[src/rtl/cpu_ctrl_fsm.sv]
// Multi-cycle fetch/decode/execute/memory/write-back sequencer for the 16-bit reduced-ARM core.
// Optional retired-instruction counter is built only when CPU_CTRL_PERF_CNT_EN is defined.
module cpu_ctrl_fsm #(
    parameter int                 OP_BITS = 5,
    parameter logic [OP_BITS-1:0] HALT_OP = 5'b11100
) (
    input  logic               clk,
    input  logic               rst_n,
    input  logic               run,
    input  logic [OP_BITS-1:0] dec_op,
    input  logic               dec_mem_rd,
    input  logic               dec_mem_wr,
    input  logic               dec_reg_wr,
    input  logic               dec_cond_update,
    input  logic               branch_taken,
    input  logic               mem_ack,
    output logic               mem_req,
    output logic               mem_we,
    output logic               addr_sel,
    output logic               ir_en,
    output logic               alu_en,
    output logic               flags_we,
    output logic               rf_we,
    output logic               wb_sel,
    output logic               pc_en,
    output logic               pc_sel,
    output logic               retire,
    output logic               halted,
    output logic [2:0]         state,
    output logic [31:0]        retired_cnt
);

    typedef enum logic [2:0] {
        IDLE   = 3'd0,
        FETCH  = 3'd1,
        DECODE = 3'd2,
        EXEC   = 3'd3,
        MEM    = 3'd4,
        WB     = 3'd5,
        HALT   = 3'd6
    } state_t;

    state_t state_q;
    state_t state_d;
    logic   retire_d;

    logic   mem_req_q;
    logic   addr_sel_q;
    logic   alu_en_q;
    logic   rf_we_q;
    logic   halted_q;

    // Next-state decode; run is only consulted at instruction boundaries and in IDLE/HALT.
    always_comb begin
        state_d  = state_q;
        retire_d = 1'b0;
        case (state_q)
            IDLE: begin
                if (run) begin
                    state_d = FETCH;
                end
            end
            FETCH: begin
                if (mem_ack) begin
                    state_d = DECODE;
                end
            end
            DECODE: begin
                state_d = (dec_op == HALT_OP) ? HALT : EXEC;
            end
            EXEC: begin
                if (dec_mem_rd || dec_mem_wr) begin
                    state_d = MEM;
                end else if (dec_reg_wr) begin
                    state_d = WB;
                end else begin
                    retire_d = 1'b1;
                    state_d  = run ? FETCH : IDLE;
                end
            end
            MEM: begin
                if (mem_ack) begin
                    if (dec_mem_rd) begin
                        state_d = WB;
                    end else begin
                        retire_d = 1'b1;
                        state_d  = run ? FETCH : IDLE;
                    end
                end
            end
            WB: begin
                retire_d = 1'b1;
                state_d  = run ? FETCH : IDLE;
            end
            HALT: begin
                if (!run) begin
                    state_d = IDLE;
                end
            end
            default: begin
                state_d = IDLE;
            end
        endcase
    end

    // Moore outputs are registered from the next state so they are glitch-free.
    always_ff @(posedge clk) begin
        if (!rst_n) begin
            state_q    <= IDLE;
            mem_req_q  <= 1'b0;
            addr_sel_q <= 1'b0;
            alu_en_q   <= 1'b0;
            rf_we_q    <= 1'b0;
            halted_q   <= 1'b0;
        end else begin
            state_q    <= state_d;
            mem_req_q  <= (state_d == FETCH) || (state_d == MEM);
            addr_sel_q <= (state_d == MEM);
            alu_en_q   <= (state_d == EXEC);
            rf_we_q    <= (state_d == WB);
            halted_q   <= (state_d == HALT);
        end
    end

    // A reset cycle aborts the instruction, so it must not also report a retirement.
    assign retire   = retire_d & rst_n;
    assign pc_en    = retire;
    assign pc_sel   = retire & branch_taken;

    assign mem_req  = mem_req_q;
    assign addr_sel = addr_sel_q;
    assign mem_we   = addr_sel_q & dec_mem_wr & ~dec_mem_rd;
    assign ir_en    = mem_req_q & ~addr_sel_q & mem_ack;
    assign alu_en   = alu_en_q;
    assign flags_we = alu_en_q & dec_cond_update;
    assign rf_we    = rf_we_q;
    assign wb_sel   = rf_we_q & dec_mem_rd;
    assign halted   = halted_q;
    assign state    = state_q;

`ifdef CPU_CTRL_PERF_CNT_EN
    logic [31:0] retired_cnt_q;

    // Free-running retirement count; wraps naturally at 32 bits.
    always_ff @(posedge clk) begin
        if (!rst_n) begin
            retired_cnt_q <= '0;
        end else if (retire) begin
            retired_cnt_q <= retired_cnt_q + 32'd1;
        end
    end

    assign retired_cnt = retired_cnt_q;
`else
    assign retired_cnt = '0;
`endif

endmodule

[config.mk]
export PLATFORM = sky130hd
export DESIGN_NAME = cpu_ctrl_fsm
export DESIGN_NICKNAME = d
export VERILOG_FILES = /design/src/rtl/cpu_ctrl_fsm.sv
export SDC_FILE = /design/constraint.sdc
export NUM_CORES = 1
export LEC_CHECK = 0
export CAP_MARGIN = 20
export CELL_PAD_IN_SITES_DETAIL_PLACEMENT = 0
export CELL_PAD_IN_SITES_GLOBAL_PLACEMENT = 1
export CORE_MARGIN = 2
export CORE_UTILIZATION = 22
export DETAILED_ROUTE_END_ITERATION = 8
export PLACE_DENSITY_LB_ADDON = 0.1
export SLEW_MARGIN = 20
export SYNTH_ARGS = -nofsm -noshare
export SYNTH_HDL_FRONTEND = slang
export SYNTH_SLANG_ARGS = --single-unit
[constraint.sdc]
create_clock -name clk -period 4.45 [get_ports clk]
set_input_delay 0.6675 -clock clk [delete_from_list [all_inputs] [get_ports clk]]
set_output_delay 0.6675 -clock clk [all_outputs]
set_load 0.05 [all_outputs]
==> impl_metrics.toml <==
[clock_tree]
clk_path_buf_depth = 2
cts_root_buffer = "clkbuf_4"
clk_latency_ps = 250
cts_setup_buffers = 0
cts.clk_slew.worst_paths_ps = 50
cts-hold-fix-buffers = 0
cts-resized-gates = 0
htreeDepth = 1
cts_buffers = 3
cts_tree = "built"
clock-sinks = 8

[timing]
finalCriticalPeriod_ps = 3550
fmax_mhz = 281
tightest_slew_ps = 505
slew-limit-headroom_pct = 66.2
slew_violations = 0
finalClockSkew_ps = 2.28
finalCritPeriodShare_pct = 79.9
whs_ps = 706
rsz0062_at_grt = "no"
finalSetupTns_ps = 0
finalWorstSetupSlack_ps = 897
finalHoldViolations = 0
setup_viol = 0

[floorplanning]
coreArea_sq_um = 3100
rows = 20
die_height_um = 61.6
dieArea_sq_um = 3790
num_io_pins = 61
start_util_pct = 23.5
fp.dieW_um = 61.6

[flow_run]
drv_cap = 0

[hold_path]
min_from = "state[2]"
hold_class = "flip-flop to flip-flop"

[final_layout]
syn_to_final_growth_pct = 30.0
drive_above_1_share_pct = 7.83
nets = 131
layout_common_cells = "32 x conb_1, 28 x clkdlybuf4s50_1, 8 x dfxtp_1"
antenna_cells = 0
layout_commonest_cell = "conb_1"
postLayoutCoreUtil_pct = 30.6
num-fill-cells = 337

[drt]
detail_route.wl_per_cell_um = 9.04
ant_nets = 0
num_vias = 571
drt_iter0_markers = 7
drc = 0
firstDrtPassIters = 2
vias_per_cell = 3.59
wirelength_um = 1440

[status]
status = "finished clean"

[placed_design]
dp.final_hpwl_um = 1230
place_congestion = 0.708
place_ws_ps = 885
portBuffers = 28

[global_route]
grt_pass1_wl_um = 2190
grt_max_degree = 13
grt_pass1_vias = 481
grtUsageTotal_pct = 7.79
grt_overflow = 0
grt_antenna_before_repair = 0

[logic_synthesis]
avgSynthCellArea_sq_um = 8.38
ys_ff_latch = 8
yosysUniqueCellTypes = 28
ys_seq_area_share_pct = 22.0
ys_warn_count = 0
syn_inst = 87
syn_area_sq_um = 729

[setup_path]
crit_type = "input pin to primary output"
path_max_fanout = 5
critPathLaunchType = "input pin"
critPathArrivalTime_ps = 2890
endpoint_kind = "primary output"
startpoint = "dec_mem_rd"
cp.required_ps = 3780
timing.rr.start = "state[0]"

[power]
peakVddDrop_mv = 0.165
finalPower_uw = 300
power-per-cell-area_nw_per_um2 = 317
leakage_uw = 0.000404
[state kept, by name (all words and copies together) (netlist names)]
name and count:
mem_req 1, addr_sel 1, state 3, alu_en 1, rf_we 1, halted 1
[power by group]
group          total, uW  internal [uW]  switching, uW  leakage (uW)
registers           87.7           78.4           9.30     0.0000651
logic                160           44.6            115      0.000325
clock network       52.6           30.7           22.0     0.0000138
[stage by stage]
step / cells / cell area [sq um]
detailed placement: 156 / 926
finish: 159 / 948
floorplan: 118 / 846
CTS: 159 / 948
global placement: 156 / 926
global route: 159 / 948
[cell usage after synthesis, drive strengths merged]
cell / n / area, sq um
o21ai: 2 / 10.0
dfxtp: 8 / 160
nor2: 4 / 15.0
conb: 1 / 3.75
o21bai: 1 / 7.51
and3b: 1 / 8.76
and4bb: 1 / 12.5
or3b: 1 / 8.76
inv: 1 / 3.75
o221a: 1 / 11.3
nand2b: 4 / 25.0
and3: 2 / 12.5
a211oi: 2 / 20.0
a21oi: 2 / 10.0
and2b: 1 / 8.76
buf: 34 / 255
nor2b: 7 / 43.8
nor4: 1 / 21.3
o2bb2ai: 1 / 8.76
nor3: 1 / 10.0
nand2: 2 / 7.51
a2bb2oi: 1 / 8.76
xnor2: 1 / 8.76
nand3: 1 / 5.00
o31ai: 1 / 7.51
and4: 1 / 10.0
and2: 4 / 25.0
[area by class of cell]
| cell class | count | area [sq um] | share of cell area (%) |
|---|---|---|---|
| multi-input combinational | 75 | 427 | 45.0 |
| clock buffer | 3 | 22.5 | 2.37 |
| inverter | 1 | 3.75 | 0.396 |
| sequential | 8 | 160 | 16.9 |
| timing repair buffer | 28 | 280 | 29.6 |
| tap | 44 | 55.1 | 5.80 |
[final timing paths]
| path | end | slack [ps] | cells after the start |
|---|---|---|---|
| worst max-delay path | retire | 900 | 5 |
| worst min-delay path | rf_we | 710 | 3 |
| worst max register to register | mem_req | 2670 | 5 |
| worst min register to register | rf_we | 710 | 3 |
[kinds of logic (layout without fill, tap and decap cells)]
logic type / count (synthesis) / after routing / synth area share (%)
xor+xnor: 1 / 1 / 1.20
compound gates: 11 / 11 / 11.5
simple gates: 31 / 31 / 29.3
other cells: 1 / 32 / 0.514
flops: 8 / 8 / 22.0
buf+inv: 35 / 32 / 35.5
[worst max-delay path: stages]
cell and delay [ps]:
clkdlybuf4s50_1 470, or3b_1 450, o31ai_1 300, and2_1 190, clkdlybuf4s50_1 800
[routing by layer]
layer  GRT usage [%]  up-vias  part of all wire, %
met1            8.91      255                   38
met2            13.4       33                   51
met3            2.73        2                  8.6
li1                -      281                    -
met5               0        -                    0
met4            2.74        0                  1.3
Power figures use the tool's default switching activity.
